$ cat src/rtl/virtual_pe_pipe_if.sv
// virtual_pe_pipe_if: handshake bundle between a network node and its virtual PE.
// Input side: NIN joined valid/ready channels, each DW bits wide, packed in in_data.
// Output side: a single valid/ready flit stream.
interface virtual_pe_pipe_if #(
  parameter int DW  = 32,
  parameter int NIN = 2
);
  logic [NIN*DW-1:0] in_data;
  logic [NIN-1:0]    in_valid;
  logic [NIN-1:0]    in_ready;
  logic [DW-1:0]     out_data;
  logic              out_valid;
  logic              out_ready;

  // Network side: drives the input streams and accepts the output stream.
  modport master (
    output in_data, in_valid, out_ready,
    input  in_ready, out_data, out_valid
  );

  // PE side.
  modport slave (
    input  in_data, in_valid, out_ready,
    output in_ready, out_data, out_valid
  );
endinterface

$ cat src/rtl/virtual_pe_pipe.sv
// virtual_pe_pipe: dependency-only PE model. Joins NIN input streams, delays each
// joined token (XOR of the input words) by LAT cycles and drains it through a
// credit-protected output FIFO. Credits are reserved at the join, so the FIFO can
// never overflow and the compute pipeline never has to stall.
// Optional build macro VPE_PERF_EN: enables stall/backpressure counters and the
// start/finish trace lines; without it stall_cnt and bp_cnt are tied to 0.
module virtual_pe_pipe #(
  parameter int DW    = 32,
  parameter int NIN   = 2,
  parameter int LAT   = 4,
  parameter int DEPTH = 8,
  parameter int NPKT  = 10000,
  parameter int X     = 0,
  parameter int Y     = 0
) (
  input  logic                 clk,
  input  logic                 rst,
  virtual_pe_pipe_if.slave     bus,
  output logic [31:0]          in_cnt,
  output logic [31:0]          out_cnt,
  output logic                 busy,
  output logic                 done,
  output logic [31:0]          stall_cnt,
  output logic [31:0]          bp_cnt
);

  localparam int AW  = $clog2(DEPTH);
  localparam int CW  = AW + 1;
  localparam int STG = (LAT > 1) ? LAT - 1 : 1;

  // Catch impossible configurations at elaboration time.
  generate
    if (NIN < 1 || NIN > 4 || LAT < 1 || DEPTH < 2 || (DEPTH & (DEPTH - 1)) != 0 ||
        X < 0 || Y < 0) begin : g_bad_cfg
      $error("virtual_pe_pipe: unsupported parameter set");
    end
  endgenerate

  // ---------------------------------------------------------------- join
  logic [CW-1:0] credit_q, credit_d;
  logic          all_valid, has_credit, join_fire, out_fire;
  logic [DW-1:0] token;

  assign all_valid  = &bus.in_valid;
  assign has_credit = (credit_q != '0);
  // Reset gates the join so nothing is accepted while state is being flushed.
  assign join_fire  = all_valid & has_credit & ~rst;
  assign bus.in_ready = {NIN{join_fire}};

  // Token tag: XOR of all joined input words.
  always_comb begin
    token = '0;
    for (int i = 0; i < NIN; i++) token = token ^ bus.in_data[i*DW +: DW];
  end

  // ---------------------------------------------------------------- compute pipeline
  logic          wr_en;
  logic [DW-1:0] wr_data;

  generate
    if (LAT == 1) begin : g_nopipe
      assign wr_en   = join_fire;
      assign wr_data = token;
    end else begin : g_pipe
      logic [STG-1:0] vld_q;
      logic [DW-1:0]  data_q [STG];

      // Free-running shift register: a token advances one stage every cycle.
      always_ff @(posedge clk) begin
        if (rst) begin
          vld_q <= '0;
        end else begin
          vld_q <= {vld_q[STG-2:0], join_fire};
        end
        data_q[0] <= token;
        for (int s = 1; s < STG; s++) data_q[s] <= data_q[s-1];
      end

      assign wr_en   = vld_q[STG-1];
      assign wr_data = data_q[STG-1];
    end
  endgenerate

  // ---------------------------------------------------------------- output FIFO
  logic [DW-1:0] mem [DEPTH];
  logic [AW-1:0] wr_ptr_q, wr_ptr_d, rd_ptr_q, rd_ptr_d;
  logic [CW-1:0] count_q, count_d;
  logic [DW-1:0] head_q, head_d;
  logic          fifo_nonempty;

  assign fifo_nonempty = (count_q != '0);
  assign out_fire      = fifo_nonempty & bus.out_ready;
  assign bus.out_valid = fifo_nonempty;
  assign bus.out_data  = head_q;

  // Pointer/occupancy update; the head register is reloaded from the next read
  // address, bypassing the write when that address is being written this cycle.
  always_comb begin
    rd_ptr_d = rd_ptr_q + AW'(out_fire);
    wr_ptr_d = wr_ptr_q + AW'(wr_en);
    count_d  = count_q + CW'(wr_en) - CW'(out_fire);
    head_d   = mem[rd_ptr_d];
    if (wr_en && (wr_ptr_q == rd_ptr_d)) head_d = wr_data;
  end

  // FIFO storage: write port only, contents need no reset.
  always_ff @(posedge clk) begin
    if (wr_en) mem[wr_ptr_q] <= wr_data;
  end

  // FIFO control and registered head word.
  always_ff @(posedge clk) begin
    if (rst) begin
      wr_ptr_q <= '0;
      rd_ptr_q <= '0;
      count_q  <= '0;
      head_q   <= '0;
    end else begin
      wr_ptr_q <= wr_ptr_d;
      rd_ptr_q <= rd_ptr_d;
      count_q  <= count_d;
      head_q   <= head_d;
    end
  end

  // ---------------------------------------------------------------- credit and status
  logic [31:0] in_cnt_q, in_cnt_d, out_cnt_q, out_cnt_d;
  logic        done_q, done_d, done_rise;

  assign done_rise = out_fire && (out_cnt_q == 32'(NPKT - 1));

  // Credit: reserved at the join, returned when the flit leaves the FIFO.
  always_comb begin
    credit_d  = credit_q - CW'(join_fire) + CW'(out_fire);
    in_cnt_d  = in_cnt_q + 32'(join_fire);
    out_cnt_d = out_cnt_q + 32'(out_fire);
    done_d    = done_q | done_rise;
  end

  // Credit, token counters and sticky done flag.
  always_ff @(posedge clk) begin
    if (rst) begin
      credit_q  <= CW'(DEPTH);
      in_cnt_q  <= '0;
      out_cnt_q <= '0;
      done_q    <= 1'b0;
    end else begin
      credit_q  <= credit_d;
      in_cnt_q  <= in_cnt_d;
      out_cnt_q <= out_cnt_d;
      done_q    <= done_d;
    end
  end

  assign in_cnt  = in_cnt_q;
  assign out_cnt = out_cnt_q;
  assign done    = done_q;
  assign busy    = (credit_q != CW'(DEPTH));

  // ---------------------------------------------------------------- performance counters
`ifdef VPE_PERF_EN
  logic [31:0] stall_q, bp_q;
  logic        started_q;

  // Stall: join blocked only by missing credit; backpressure: output held.
  always_ff @(posedge clk) begin
    if (rst) begin
      stall_q   <= '0;
      bp_q      <= '0;
      started_q <= 1'b0;
    end else begin
      if (all_valid && !has_credit) stall_q <= stall_q + 32'd1;
      if (fifo_nonempty && !bus.out_ready) bp_q <= bp_q + 32'd1;
      if (join_fire && !started_q) begin
        started_q <= 1'b1;
        $display("node (%0d, %0d) starting computing", X, Y);
      end
      if (done_rise && !done_q) $display("node (%0d, %0d) finished computing", X, Y);
    end
  end

  assign stall_cnt = stall_q;
  assign bp_cnt    = bp_q;
`else
  assign stall_cnt = '0;
  assign bp_cnt    = '0;
`endif

endmodule

$ cat src/flat_wrapper.sv
// flat-port wrapper written by rule: the top's interface ports become plain ports
module virtual_pe_pipe_flat 
#(
  parameter int DW    = 32,
  parameter int NIN   = 2,
  parameter int LAT   = 4,
  parameter int DEPTH = 8,
  parameter int NPKT  = 10000,
  parameter int X     = 0,
  parameter int Y     = 0
)
  (clk, rst, in_cnt, out_cnt, busy, done, stall_cnt, bp_cnt, bus_in_data, bus_in_valid, bus_out_ready, bus_in_ready, bus_out_data, bus_out_valid);
  virtual_pe_pipe_if #(.DW(DW), .NIN(NIN)) bus_i ();
  input  logic clk;
  input  logic rst;
  output logic [31:0] in_cnt;
  output logic [31:0] out_cnt;
  output logic busy;
  output logic done;
  output logic [31:0] stall_cnt;
  output logic [31:0] bp_cnt;
  input wire logic [$bits(bus_i.in_data)-1:0] bus_in_data;
  input wire logic [$bits(bus_i.in_valid)-1:0] bus_in_valid;
  input wire logic [$bits(bus_i.out_ready)-1:0] bus_out_ready;
  output wire logic [$bits(bus_i.in_ready)-1:0] bus_in_ready;
  output wire logic [$bits(bus_i.out_data)-1:0] bus_out_data;
  output wire logic [$bits(bus_i.out_valid)-1:0] bus_out_valid;
  assign bus_i.in_data = bus_in_data;
  assign bus_i.in_valid = bus_in_valid;
  assign bus_i.out_ready = bus_out_ready;
  assign bus_in_ready = bus_i.in_ready;
  assign bus_out_data = bus_i.out_data;
  assign bus_out_valid = bus_i.out_valid;
  virtual_pe_pipe #(.DW(DW), .NIN(NIN), .LAT(LAT), .DEPTH(DEPTH), .NPKT(NPKT), .X(X), .Y(Y)) u_core (.clk(clk), .rst(rst), .bus(bus_i), .in_cnt(in_cnt), .out_cnt(out_cnt), .busy(busy), .done(done), .stall_cnt(stall_cnt), .bp_cnt(bp_cnt));
endmodule
$ cat config.mk
export PLATFORM = sky130hd
export DESIGN_NAME = virtual_pe_pipe_flat
export DESIGN_NICKNAME = d
export VERILOG_FILES = /design/src/rtl/virtual_pe_pipe_if.sv /design/src/rtl/virtual_pe_pipe.sv /design/src/flat_wrapper.sv
export SDC_FILE = /design/constraint.sdc
export NUM_CORES = 1
export LEC_CHECK = 0
export ABC_AREA = 0
export CAP_MARGIN = 20
export CORE_MARGIN = 3
export CORE_UTILIZATION = 59
export CTS_CLUSTER_SIZE = 16
export DETAILED_ROUTE_END_ITERATION = 7
export GPL_ROUTABILITY_DRIVEN = 0
export PLACE_DENSITY = 0.82
export SLEW_MARGIN = 20
export SYNTH_ARGS = -nofsm -noshare
export SYNTH_HDL_FRONTEND = slang
export SYNTH_SLANG_ARGS = --single-unit
$ cat constraint.sdc
create_clock -name clk -period 9 [get_ports clk]
set_clock_uncertainty 0.1 [all_clocks]
set_input_delay 0.9 -clock clk [delete_from_list [all_inputs] [get_ports clk]]
set_output_delay 0.9 -clock clk [all_outputs]
set_load 0.03 [all_outputs]
; Word-level counts from Yosys, hierarchy flattened
; Memories as Yosys holds them, arrays and structs flattened. A register that Yosys moved wholly into a read port is not among the register bits.
; Cells that the tools add are included.
[totals]
register_bits = 82
ramBits = 352
inputBits = 69
out_inout_bits = 165
elab_cells = 32
n_memories = 2
[memory_table]
columns = memory, depth, width, read_ports, rd_ports_with_merged_regs, write_ports, line_no
row1 = u_core.mem, 8, 32, 1, 1, 1, virtual_pe_pipe.sv:85  ; logic [DW-1:0] mem [DEPTH];
row2 = u_core.g_pipe.data_q, 3, 32, 3, 0, 3, virtual_pe_pipe.sv:66  ; logic [DW-1:0] data_q [STG];
[classes]
addsub = 8
eq_ne = 2
mux = 2
bitwise = 6
n_reduce_logical = 4
[ops]
columns = operator, count
row1 = adder 32 x 1 -> 32 bit, 2
row2 = == test 32 x 14 -> 1 bit (second input constant), 1
row3 = XOR 32 bit, 1
row4 = adder 4 x 1 -> 4 bit, 2
row5 = nonzero test 4 bit, 2
row6 = subtractor 4 x 1 -> 4 bit, 2
row7 = adder 3 x 1 -> 3 bit, 2
row8 = inequality test 4 bit (second input constant), 1
row9 = AND 1 bit, 3
row10 = 2-to-1 mux 1 bit, 2
row11 = AND reduction 2 bit, 1
row12 = logical AND 1 bit, 1
row13 = inverter 1 bit, 1
row14 = OR 1 bit, 1

; Logic depth before layout (Yosys ltp)
; Gate-level depths: netlist of run 1.
[logic_depth]
depth_word = 5
depth_mapped = 13

; Worst setup path before layout of run 1
; OpenSTA, ideal clock, no wires.
[synth_timing]
path_kind = reg-to-reg
start = register u_core.wr_ptr_q[2]
end = memory u_core.mem[0][0], enable pin
arrival_time_ps = 2716
path_slack_ps = 5723
path_stages_with_launch = 3
n_path_buf = 0
path_cell_list = dfxtp_1 nand2b_1 nor3_1
[synth_rtl]
columns = element, line_no
row1 = from (decl), virtual_pe_pipe.sv:86  ; logic [AW-1:0] wr_ptr_q, wr_ptr_d, rd_ptr_q, rd_ptr_d;
row2 = from (signal assigned), virtual_pe_pipe.sv:119  ; wr_ptr_q <= wr_ptr_d;
row3 = to (decl), virtual_pe_pipe.sv:85
; Straight into the memory's write port.

; Worst setup path in the final report of run 1
[layout_timing]
start = register u_core.count_q[2]
end = register u_core.head_q[15] (netlist: u_core.bus.out_data[15]), read port of u_core.mem
[layout_between]
elab_chain_len = 3
[layout_lines]
columns = element, line_no
row1 = from (decl), virtual_pe_pipe.sv:87  ; logic [CW-1:0] count_q, count_d;
row2 = from (signal assigned), virtual_pe_pipe.sv:121  ; count_q <= count_d;
row3 = nonzero test 4 bit, virtual_pe_pipe.sv:91  ; assign fifo_nonempty = (count_q != '0);
row4 = AND 1 bit, virtual_pe_pipe.sv:92  ; assign out_fire = fifo_nonempty & bus.out_ready;
row5 = adder 3 x 1 -> 3 bit, virtual_pe_pipe.sv:99  ; rd_ptr_d = rd_ptr_q + AW'(out_fire);
row6 = named net u_core.rd_ptr_d[1], virtual_pe_pipe.sv:86
row7 = to (decl), virtual_pe_pipe.sv:88  ; logic [DW-1:0] head_q, head_d;
; The timed path passes the listed nets, and every way through them passes these cells.
; A chain may end at the register's enable or synchronous reset.

==> impl_metrics.ini, run 1 <==
[finish]
drive_gt1_frac = 0.1355
diodes = 0
fill_cells = 1816
multiInputGateArea_um2 = 5027
regArea_um2 = 11890
fin_nets = 1447
area_delta_synth_final_pct = 20.35

[synth]
syn_inst = 1181
syn-cell-area_um2 = 17370
synth_top_area_frac = 0.4427
synth-seq-cells = 466
yosysTopAreaCell = edfxtp_1
synth.most_common_cell = edfxtp_1
synth_commonest_cells = edfxtp_1 (256), dfxtp_1 (210), nand2_1 (90)
async_reset_ff_frac = 0
ys.flop_type = edfxtp_1
yosysSeqAreaShare = 0.6848
synth_area_per_cell_um2 = 14.70
synth-edff-count = 256
synthTopCellsByArea = edfxtp_1 (44%), dfxtp_1 (24%), mux4_2 (8.3%)
synthDistinctLibCells = 44
synth_warnings = 0

[power]
report.power.total_mw = 5.729
p_leak_nw = 7.249
p_per_area_nw_per_um2 = 274.1
ir_drop_mv = 0.1704

[critical_path]
cp_slowest_stage_delay_ns = 0.90
critical_path.cell_chain = inv_1 -> ha_1 -> or3b_2 -> nand2_1 -> inv_1 -> ha_4 -> ha_4 -> xnor2_1 -> nand4_1 -> buf_4 -> nor2_1 -> a311oi_1
crit_path_max_fanout = 66
crit_arrival_ns = 4.31
crit_type = flop to flop
cp.required_ns = 9.33
cp-start-kind = flop
endpoint_kind = flop
slowest_stage = ha_4

[die]
fp.dieH_um = 177.6
die_x_um = 177.6
dieArea_um2 = 31530
std_cell_rows = 62
coreArea_um2 = 28860
initial_core_util = 0.6018
ioPinCount = 234

[timing]
worst_slack_ns = 5.025
holdWs_ns = 0.2209
max_slew_margin = 0.3234
hold_viol_final = 0
fin_tns_setup_ns = 0
post-route-min-period_ns = 3.975
timing.fmax_ghz = 0.2516
grt_setup_unrepaired = no
slew_violations = 0
setup_violations = 0
worst_pin_slew_ns = 1.009
period_share = 0.4417

[global_route]
grt_usage = 0.2237
grt_max_degree = 100
grt_pass1_wl_mm = 54.92
grt_pass1_vias = 10120
grt_overflow_total = 0
antenna_found_initial = 2

[clock_tree]
clkLatencyLatePin_ns = 0.55
postCtsResizedCells = 0
post-cts-setup-buffer-count = 0
cts_buffers = 45
htree_levels = 2
clkSlewWorstSetupHoldPaths_ns = 0.07
cts_tree = done
clockRootBuffer = clkbuf_16
hold_buffers = 0
cts_max_path_buffers = 3
cts_sinks = 466

[placed_design]
place_ws_ns = 4.815
port_buffers = 169
place_hpwl_mm = 19.84

[drt]
routedWlPerCell_um = 20.07
first_pass_iters = 7
drc = 0
final_antenna_net_count = 0
drt_first_iter_violations = 1091
num_vias = 10290
routed_wl_mm = 35.71
vias_per_cell = 5.782

[worst_hold_path]
hold_path_class = flop to flop

[run_status]
status = complete, no violations

[job]
cap_viol_max_count = 0
routing by layer:
layer	part of all wire	GRT usage	wire length, um	vias up
met5	0.00059	0.003205	21	-
met4	0.026	0.07755	935	4
met3	0.077	0.03680	2745	84
met2	0.50	0.3754	18010	507
met1	0.39	0.2990	14000	5071
li1	-	-	-	4620
worst max-delay path: cells and delay by family (launching register included):
kind / cells / cell delay (ns)
AO/OA/AOI/OAI: 1 / 0.35
XOR/XNOR: 1 / 0.17
adder cells (fa/ha/maj): 3 / 1.23
buffers and inverters: 3 / 0.77
flip-flops: 1 / 0.29
AND/OR/NAND/NOR: 4 / 0.85
final cells by class:
| class | count | share of cell area |
|---|---|---|
| clock buffers | 62 | 0.06550 |
| clock inverters | 22 | 0.009699 |
| inverters | 23 | 0.004131 |
| multi-input cells | 638 | 0.2406 |
| flip-flops and latches | 466 | 0.5690 |
| well taps | 384 | 0.02299 |
| repair buffers | 184 | 0.08813 |
sequential cells by signal, summed over array words and instances, names as in the netlist, 4 cells and up:
name	flops
u_core.mem	256
u_core.count_q	4
u_core.out_cnt	32
u_core.credit_q	4
u_core.bus.out_data	32
u_core.g_pipe.data_q	96
u_core.in_cnt	32
path summary, 6_finish.rpt:
kind	from	to	slack, ns	depth (start not counted)
worst max-delay path	u_core.count_q[2]	u_core.bus.out_data[15]	5.02	12
worst max register to register	u_core.count_q[2]	u_core.bus.out_data[15]	5.02	12
worst min register to register	u_core.g_pipe.data_q[0][60]	u_core.g_pipe.data_q[0][92]	0.22	0
worst min-delay path	u_core.g_pipe.data_q[0][60]	u_core.g_pipe.data_q[0][92]	0.22	0
power by group:
group,total [mW],switching (mW),internal (mW),leakage [nW]
sequential,2.49,0.0998,2.39,4.04
combinational,1.30,0.646,0.654,2.44
clock,1.94,0.799,1.14,0.768
metrics by stage:
stage,util,cell area (um^2),std cells
3_3_place_gp,0.6678,19270,1693
3_5_place_dp,0.6688,19300,1694
4_1_cts,0.7232,20870,1778
5_1_grt,0.7242,20900,1779
2_1_floorplan,-,17600,1244
6_report,0.7242,20900,1779
layout by cell type (no fill, tap or decap), types with 4 or more instances in the layout:
cell | Yosys | layout
dfxtp_1 | 210 | 210
nand2_1 | 90 | 90
buf_4 | 66 | 14
conb_1 | 1 | 64
clkinv_2 | 0 | 9
nor4_1 | 9 | 9
nand4_1 | 18 | 18
o31ai_1 | 19 | 19
ha_1 | 18 | 16
nor2_1 | 79 | 73
clkbuf_1 | 35 | 7
or4_1 | 21 | 21
nor3_1 | 10 | 8
nor2_4 | 0 | 6
edfxtp_1 | 256 | 256
and3_1 | 8 | 8
xor2_1 | 49 | 48
mux4_2 | 64 | 64
mux2_2 | 13 | 13
a21oi_1 | 34 | 34
xnor2_1 | 10 | 9
and4_1 | 7 | 7
o21ai_0 | 10 | 10
a311oi_1 | 32 | 32
clkbuf_16 | 0 | 52
nor2b_1 | 24 | 24
nand3_1 | 22 | 22
inv_1 | 23 | 23
or3_1 | 9 | 9
nand2b_1 | 4 | 4
clkdlybuf4s50_1 | 0 | 168
and2_1 | 4 | 4
clkinvlp_4 | 0 | 4
cells by family (layout without fill, tap and decap cells):
| group | after synthesis | count (layout) | synth area share |
|---|---|---|---|
| AO/OA/AOI/OAI | 98 | 98 | 0.03833 |
| XOR/XNOR | 60 | 60 | 0.03105 |
| adder cells (fa/ha/maj) | 20 | 20 | 0.01528 |
| buffers and inverters | 140 | 291 | 0.04546 |
| flip-flops | 466 | 466 | 0.6848 |
| multiplexers | 77 | 77 | 0.09143 |
| other | 1 | 64 | 0.0002159 |
| AND/OR/NAND/NOR | 319 | 319 | 0.09345 |
Power figures use the tool's default switching activity.
==> run 2, diff against run 1 <==
Settings changed: CORE_UTILIZATION 59 to 49, PLACE_DENSITY 0.82 to 0.72.
Clock period 9 ns to 3.23 ns, I/O delays scaled along.
==> run 2 against run 1 <==
Global-route usage fell by 4.4 points. Utilization decreased by 11 points. Hold slack got worse by 0.15 ns. First-iteration DRC count shrank 35%. Critical path depth unchanged. Routed wire length is 3.6% lower. Cell area increased by 1.7%. Via count is 3.1% lower. Worst setup slack got worse by 4.7 ns. Power grew to 2.9 times the previous value. Non-clock buffer count is 13 higher. Maximum frequency increased by 35%.
==> impl_metrics.ini, run 2 (synthesis results as in run 1) <==
[drt]
routed_wl_mm = 34.44
num_vias = 9963
wl_met2_mm = 16.95
wl_met3_mm = 2.080
first_pass_iters = 4
drt_first_iter_violations = 706
wl_met1_mm = 14.53
final_antenna_net_count = 0
routed.top_layer = met4
routedWlPerCell_um = 18.47
vias_per_cell = 5.342
drc = 0

[job]
cap_viol_max_count = 0

[clock_tree]
clockRootBuffer = clkbuf_16
cts_tree = done
cts_sinks = 466
clkLatencyLatePin_ns = 0.55
hold_buffers = 0
cts_buffers = 46
post-cts-setup-buffer-count = 0
htree_levels = 2
cts_max_path_buffers = 3
clkSlewWorstSetupHoldPaths_ns = 0.06
postCtsResizedCells = 0

[global_route]
grt_pass1_vias = 9977
grt_pass1_wl_mm = 54.43
antenna_found_initial = 0
grt_overflow_total = 0
grt_max_degree = 84
grt_usage = 0.1796

[power]
p_per_area_nw_per_um2 = 768.8
p_leak_nw = 7.361
ir_drop_mv = 0.4160

[placed_design]
place_inst = 1779
port_buffers = 169
place_hpwl_mm = 20.91

[timing]
worst_pin_slew_ns = 0.9775
hold_viol_final = 0
fin_tns_setup_ns = 0
period_share = 0.9138
timing.fmax_ghz = 0.3388
max_slew_margin = 0.3483
post-route-min-period_ns = 2.952
holdWs_ns = 0.06745
setup_violations = 0
grt_setup_unrepaired = no
slew_violations = 0

[critical_path]
cp.required_ns = 3.59
critical_path.cell_chain = inv_1 -> ha_1 -> or3b_2 -> nand2_1 -> inv_1 -> ha_4 -> ha_4 -> xnor3_1 -> nand4_1 -> buf_4 -> nor2_1 -> a311oi_1
cp_slowest_stage_delay_ns = 0.48
slowest_stage = or3b_2
crit_family = simple AND/OR/NAND/NOR gates
r2r_slack_ns = 0.28
endpoint_kind = flop
r2r_cells = 12
crit_path_max_fanout = 22
path_buf_inv = 3
crit_arrival_ns = 3.31
crit_type = flop to flop
r2r_end = u_core.bus.out_data[8]
worstReg2RegStart = u_core.count_q[2]
cp-start-kind = flop

[die]
initial_core_util = 0.5003
std_cell_rows = 68
die_x_um = 194.3
coreArea_um2 = 34710
fp.dieH_um = 194.3
ioPinCount = 234
dieArea_um2 = 37740

[finish]
largest_register_ffs = 256
area_delta_synth_final_pct = 22.34
drive_gt1_frac = 0.1426
regArea_um2 = 11890
diodes = 0
multiInputGateArea_um2 = 5040
fill_cells = 2572
final_common_cell = edfxtp_1
fin_nets = 1461
top_register = u_core.mem
layout_common_cells = edfxtp_1 (256), dfxtp_1 (210), clkdlybuf4s50_1 (168), nand2_1 (90), nor2_1 (73)
largest_registers = u_core.mem x256, u_core.g_pipe.data_q x96
stdcell_count = 1865

[worst_hold_path]
hold_start = rst
hold_path_class = input port to flop
min_to = u_core.g_pipe.vld_q[0]
min_path_cells = 3

[run_status]
status = complete, no violations
run 2: changes by cell type in the layout (fill, tap and decap cells not counted), moves of 3 or more:
cell,previous run,this run
buf_12,0,8
buf_4,14,21
bufinv_16,2,8
clkbuf_16,52,47
clkbuf_8,3,6
clkinv_1,2,5
clkinvlp_4,4,1
run 2: layout make-up:
| class | count | area share |
|---|---|---|
| Clock buffer | 60 | 0.06048 |
| Clock inverter | 26 | 0.01761 |
| Inverter | 23 | 0.004064 |
| Multi-Input combinational cell | 638 | 0.2372 |
| Sequential cell | 466 | 0.5597 |
| Tap cell | 455 | 0.02680 |
| Timing Repair Buffer | 197 | 0.09411 |
run 2: how the worst max path moves through the flow:
stage,start,endpoint,slack (ns),cells after the start
after global routing,u_core.count_q[2],u_core.bus.out_data[7],0.06,12
final,u_core.count_q[2],u_core.bus.out_data[8],0.28,12
after detailed placement,bus_in_valid[1],u_core.in_cnt[22],0.18,10
after global placement,bus_in_valid[1],u_core.in_cnt[22],0.22,10
after floorplan,u_core.count_q[2],u_core.bus.out_data[14],0.14,12
after CTS,u_core.count_q[2],u_core.bus.out_data[20],0.26,11
run 2: routing by layer:
| layer | GRT usage | vias to the layer above |
|---|---|---|
| li1 | - | 4643 |
| met1 | 0.2438 | 4916 |
| met2 | 0.2968 | 345 |
| met3 | 0.03197 | 59 |
| met4 | 0.05878 | 0 |
| met5 | 0 | - |
run 2: power breakdown:
part | total, mW | leakage, nW | internal [mW] | switching, mW
Combinational | 3.72 | 2.51 | 1.91 | 1.80
Sequential | 6.93 | 4.04 | 6.67 | 0.256
Clock | 5.69 | 0.813 | 3.47 | 2.22
run 2: tightest hold or removal path, stage by stage:
cell,delay [ns]
buf_4,0.09
nand3b_1,0.17
a21oi_1,0.07
run 2: stage by stage:
stage	setup WS, ns	power [mW]	instance area [um^2]	util
floorplan	0.1378	9.725	17610	-
global placement	0.2192	10.77	19590	0.5642
detailed placement	0.1791	10.82	19590	0.5642
CTS	0.2568	16.54	21250	0.6120
global route	0.06438	17.06	21250	0.6120
finish	0.2783	16.33	21250	0.6120
==> run 3, diff against run 2 <==
Settings changed: CTS_CLUSTER_DIAMETER set to 50.
==> run 3 against run 2 <==
Register-to-register slack worse by 0.03 ns. Die area is the same. Worst setup slack worse by 0.027 ns. Global-route usage decreased by 0.21 points. Final cell count shrank 0.64%. Combinational power hardly changed. Critical path depth unchanged. Clock power down 18%. Via count shrank 0.46%. Cell area decreased by 1.7%. Maximum frequency is 0.89% lower. Non-clock buffer count unchanged. Highest routed layer unchanged.
==> impl_metrics.ini, run 3 (synthesis results as in run 1) <==
[run_status]
status = complete, no violations

[critical_path]
critical_path.cell_chain = inv_1 -> ha_1 -> or3b_2 -> nand2_1 -> inv_1 -> ha_4 -> ha_4 -> xnor3_1 -> nand4_1 -> buf_12 -> nor2_1 -> a311oi_1
r2r_slack_ns = 0.25
crit_arrival_ns = 3.30
worstReg2RegStart = u_core.count_q[2]
crit_type = flop to flop
cp-start-kind = flop
r2r_cells = 12
r2r_end = u_core.bus.out_data[15]
cp_slowest_stage_delay_ns = 0.48
crit_start = u_core.count_q[2]
endpoint_kind = flop
crit_path_max_fanout = 42
slowest_stage = or3b_2
cp.required_ns = 3.55

[finish]
post-route-util = 0.6015
final_common_cell = edfxtp_1
fin_nets = 1455
diodes = 0
layout_common_cells = edfxtp_1 (256), dfxtp_1 (210), clkdlybuf4s50_1 (168), nand2_1 (90), nor2_1 (73)
drive_gt1_frac = 0.1316
area_delta_synth_final_pct = 20.23
largest_registers = u_core.mem x256, u_core.g_pipe.data_q x96
largest_register_ffs = 256
top_register = u_core.mem

[clock_tree]
htree_levels = 2
hold_buffers = 0
post-cts-setup-buffer-count = 0
clkLatencyLatePin_ns = 0.54
clockRootBuffer = clkbuf_16
cts_tree = done
cts_buffers = 40
postCtsResizedCells = 0
cts_max_path_buffers = 3
cts_sinks = 466
clkSlewWorstSetupHoldPaths_ns = 0.07

[timing]
grt_setup_unrepaired = no
timing.fmax_ghz = 0.3358
period_share = 0.9221
fin_tns_setup_ns = 0
worst_slack_ns = 0.2517
max_slew_margin = 0.3600
hold_viol_final = 0
post-route-min-period_ns = 2.978
worst_pin_slew_ns = 0.9600
slew_violations = 0
setup_violations = 0

[job]
cap_viol_max_count = 0

[global_route]
antenna_found_initial = 0
grt_max_degree = 84
grt_overflow_total = 0
grt_pass1_wl_mm = 53.92
grt_pass1_vias = 9926
grt_usage = 0.1775

[drt]
drt_first_iter_violations = 633
routedWlPerCell_um = 18.15
drc = 0
num_vias = 9917
first_pass_iters = 5
final_antenna_net_count = 0
routed_wl_mm = 33.63
vias_per_cell = 5.352

[die]
fp.dieH_um = 194.3
initial_core_util = 0.5003
std_cell_rows = 68
dieArea_um2 = 37740
die_x_um = 194.3
coreArea_um2 = 34710
ioPinCount = 234

[worst_hold_path]
min_path_cells = 3
hold_start = rst
min_to = u_core.g_pipe.vld_q[0]
hold_path_class = input port to flop

[power]
ir_drop_mv = 0.4120
p_leak_nw = 7.169
pwr-share-clk = 0.306
p_per_area_nw_per_um2 = 733.9
internal-power_mw = 11.13
switching_power_mw = 4.189
seq_power_share = 0.452
p_comb_frac = 0.242
p_sw_frac = 0.2734

[placed_design]
place_hpwl_mm = 20.91
port_buffers = 169
place_ws_ns = 0.1791
-- run 3: cell count changes in the layout (fill, tap and decap cells not counted), moves of 4 or more --
cell / delta
clkinv_1: -4
clkbuf_1: +9
clkbuf_16: -5
clkbuf_8: -6
clkinv_2: -6
bufinv_16: -7
-- run 3: power groups by stage --
stage	combinational [mW]	clock (mW)	sequential [mW]
6_report	3.71	4.69	6.92
3_5_place_dp	3.76	0	7.06
4_1_cts	3.79	4.83	6.93
2_1_floorplan	2.43	0	7.30
5_1_grt	4.03	5.07	6.97
3_3_place_gp	3.71	0	7.05
-- run 3: layer usage --
| layer | vias up | track usage | wire length, um |
|---|---|---|---|
| li1 | 4631 | - | - |
| met1 | 4841 | 0.2408 | 13790 |
| met2 | 384 | 0.2956 | 16640 |
| met3 | 61 | 0.03215 | 2466 |
| met4 | 0 | 0.05319 | 738 |
| met5 | - | 0 | 0 |
-- run 3: worst max-delay path by stage --
stage                                    endpoint  slack, ns  cells past startpoint
after floorplan           u_core.bus.out_data[14]       0.14                     12
after global placement          u_core.in_cnt[22]       0.22                     10
after detailed placement        u_core.in_cnt[22]       0.18                     10
after CTS                 u_core.bus.out_data[18]       0.24                     12
after global routing      u_core.bus.out_data[15]       0.06                     12
final                     u_core.bus.out_data[15]       0.25                     12
-- run 3: area by class of cell --
type / instances / area, um^2
well taps: 455 / 569.3
repair buffers: 197 / 1999
flip-flops and latches: 466 / 11890
multi-input cells: 638 / 5040
clock inverters: 16 / 181.4
fillers: 2634 / 13830
inverters: 23 / 86.33
clock buffers: 58 / 1111
-- run 3: worst max-delay path, delay by kind of cell, from the launching register on --
family / cells / cell delay, ns
AO/OA/AOI/OAI: 1 / 0.34
XOR/XNOR: 1 / 0.33
adder cells (fa/ha/maj): 3 / 0.52
buffers and inverters: 3 / 0.44
flip-flops: 1 / 0.30
AND/OR/NAND/NOR: 4 / 0.82
-- run 3: through the flow --
step	cells	instance area, um^2	power [mW]	hold WS, ns
floorplan	1244	17610	9.725	0.2096
global route	1853	20880	16.07	0.08155
global placement	1779	19590	10.77	0.2110
finish	1853	20880	15.32	0.06652
detailed placement	1779	19590	10.82	0.2121
CTS	1853	20880	15.56	0.05095
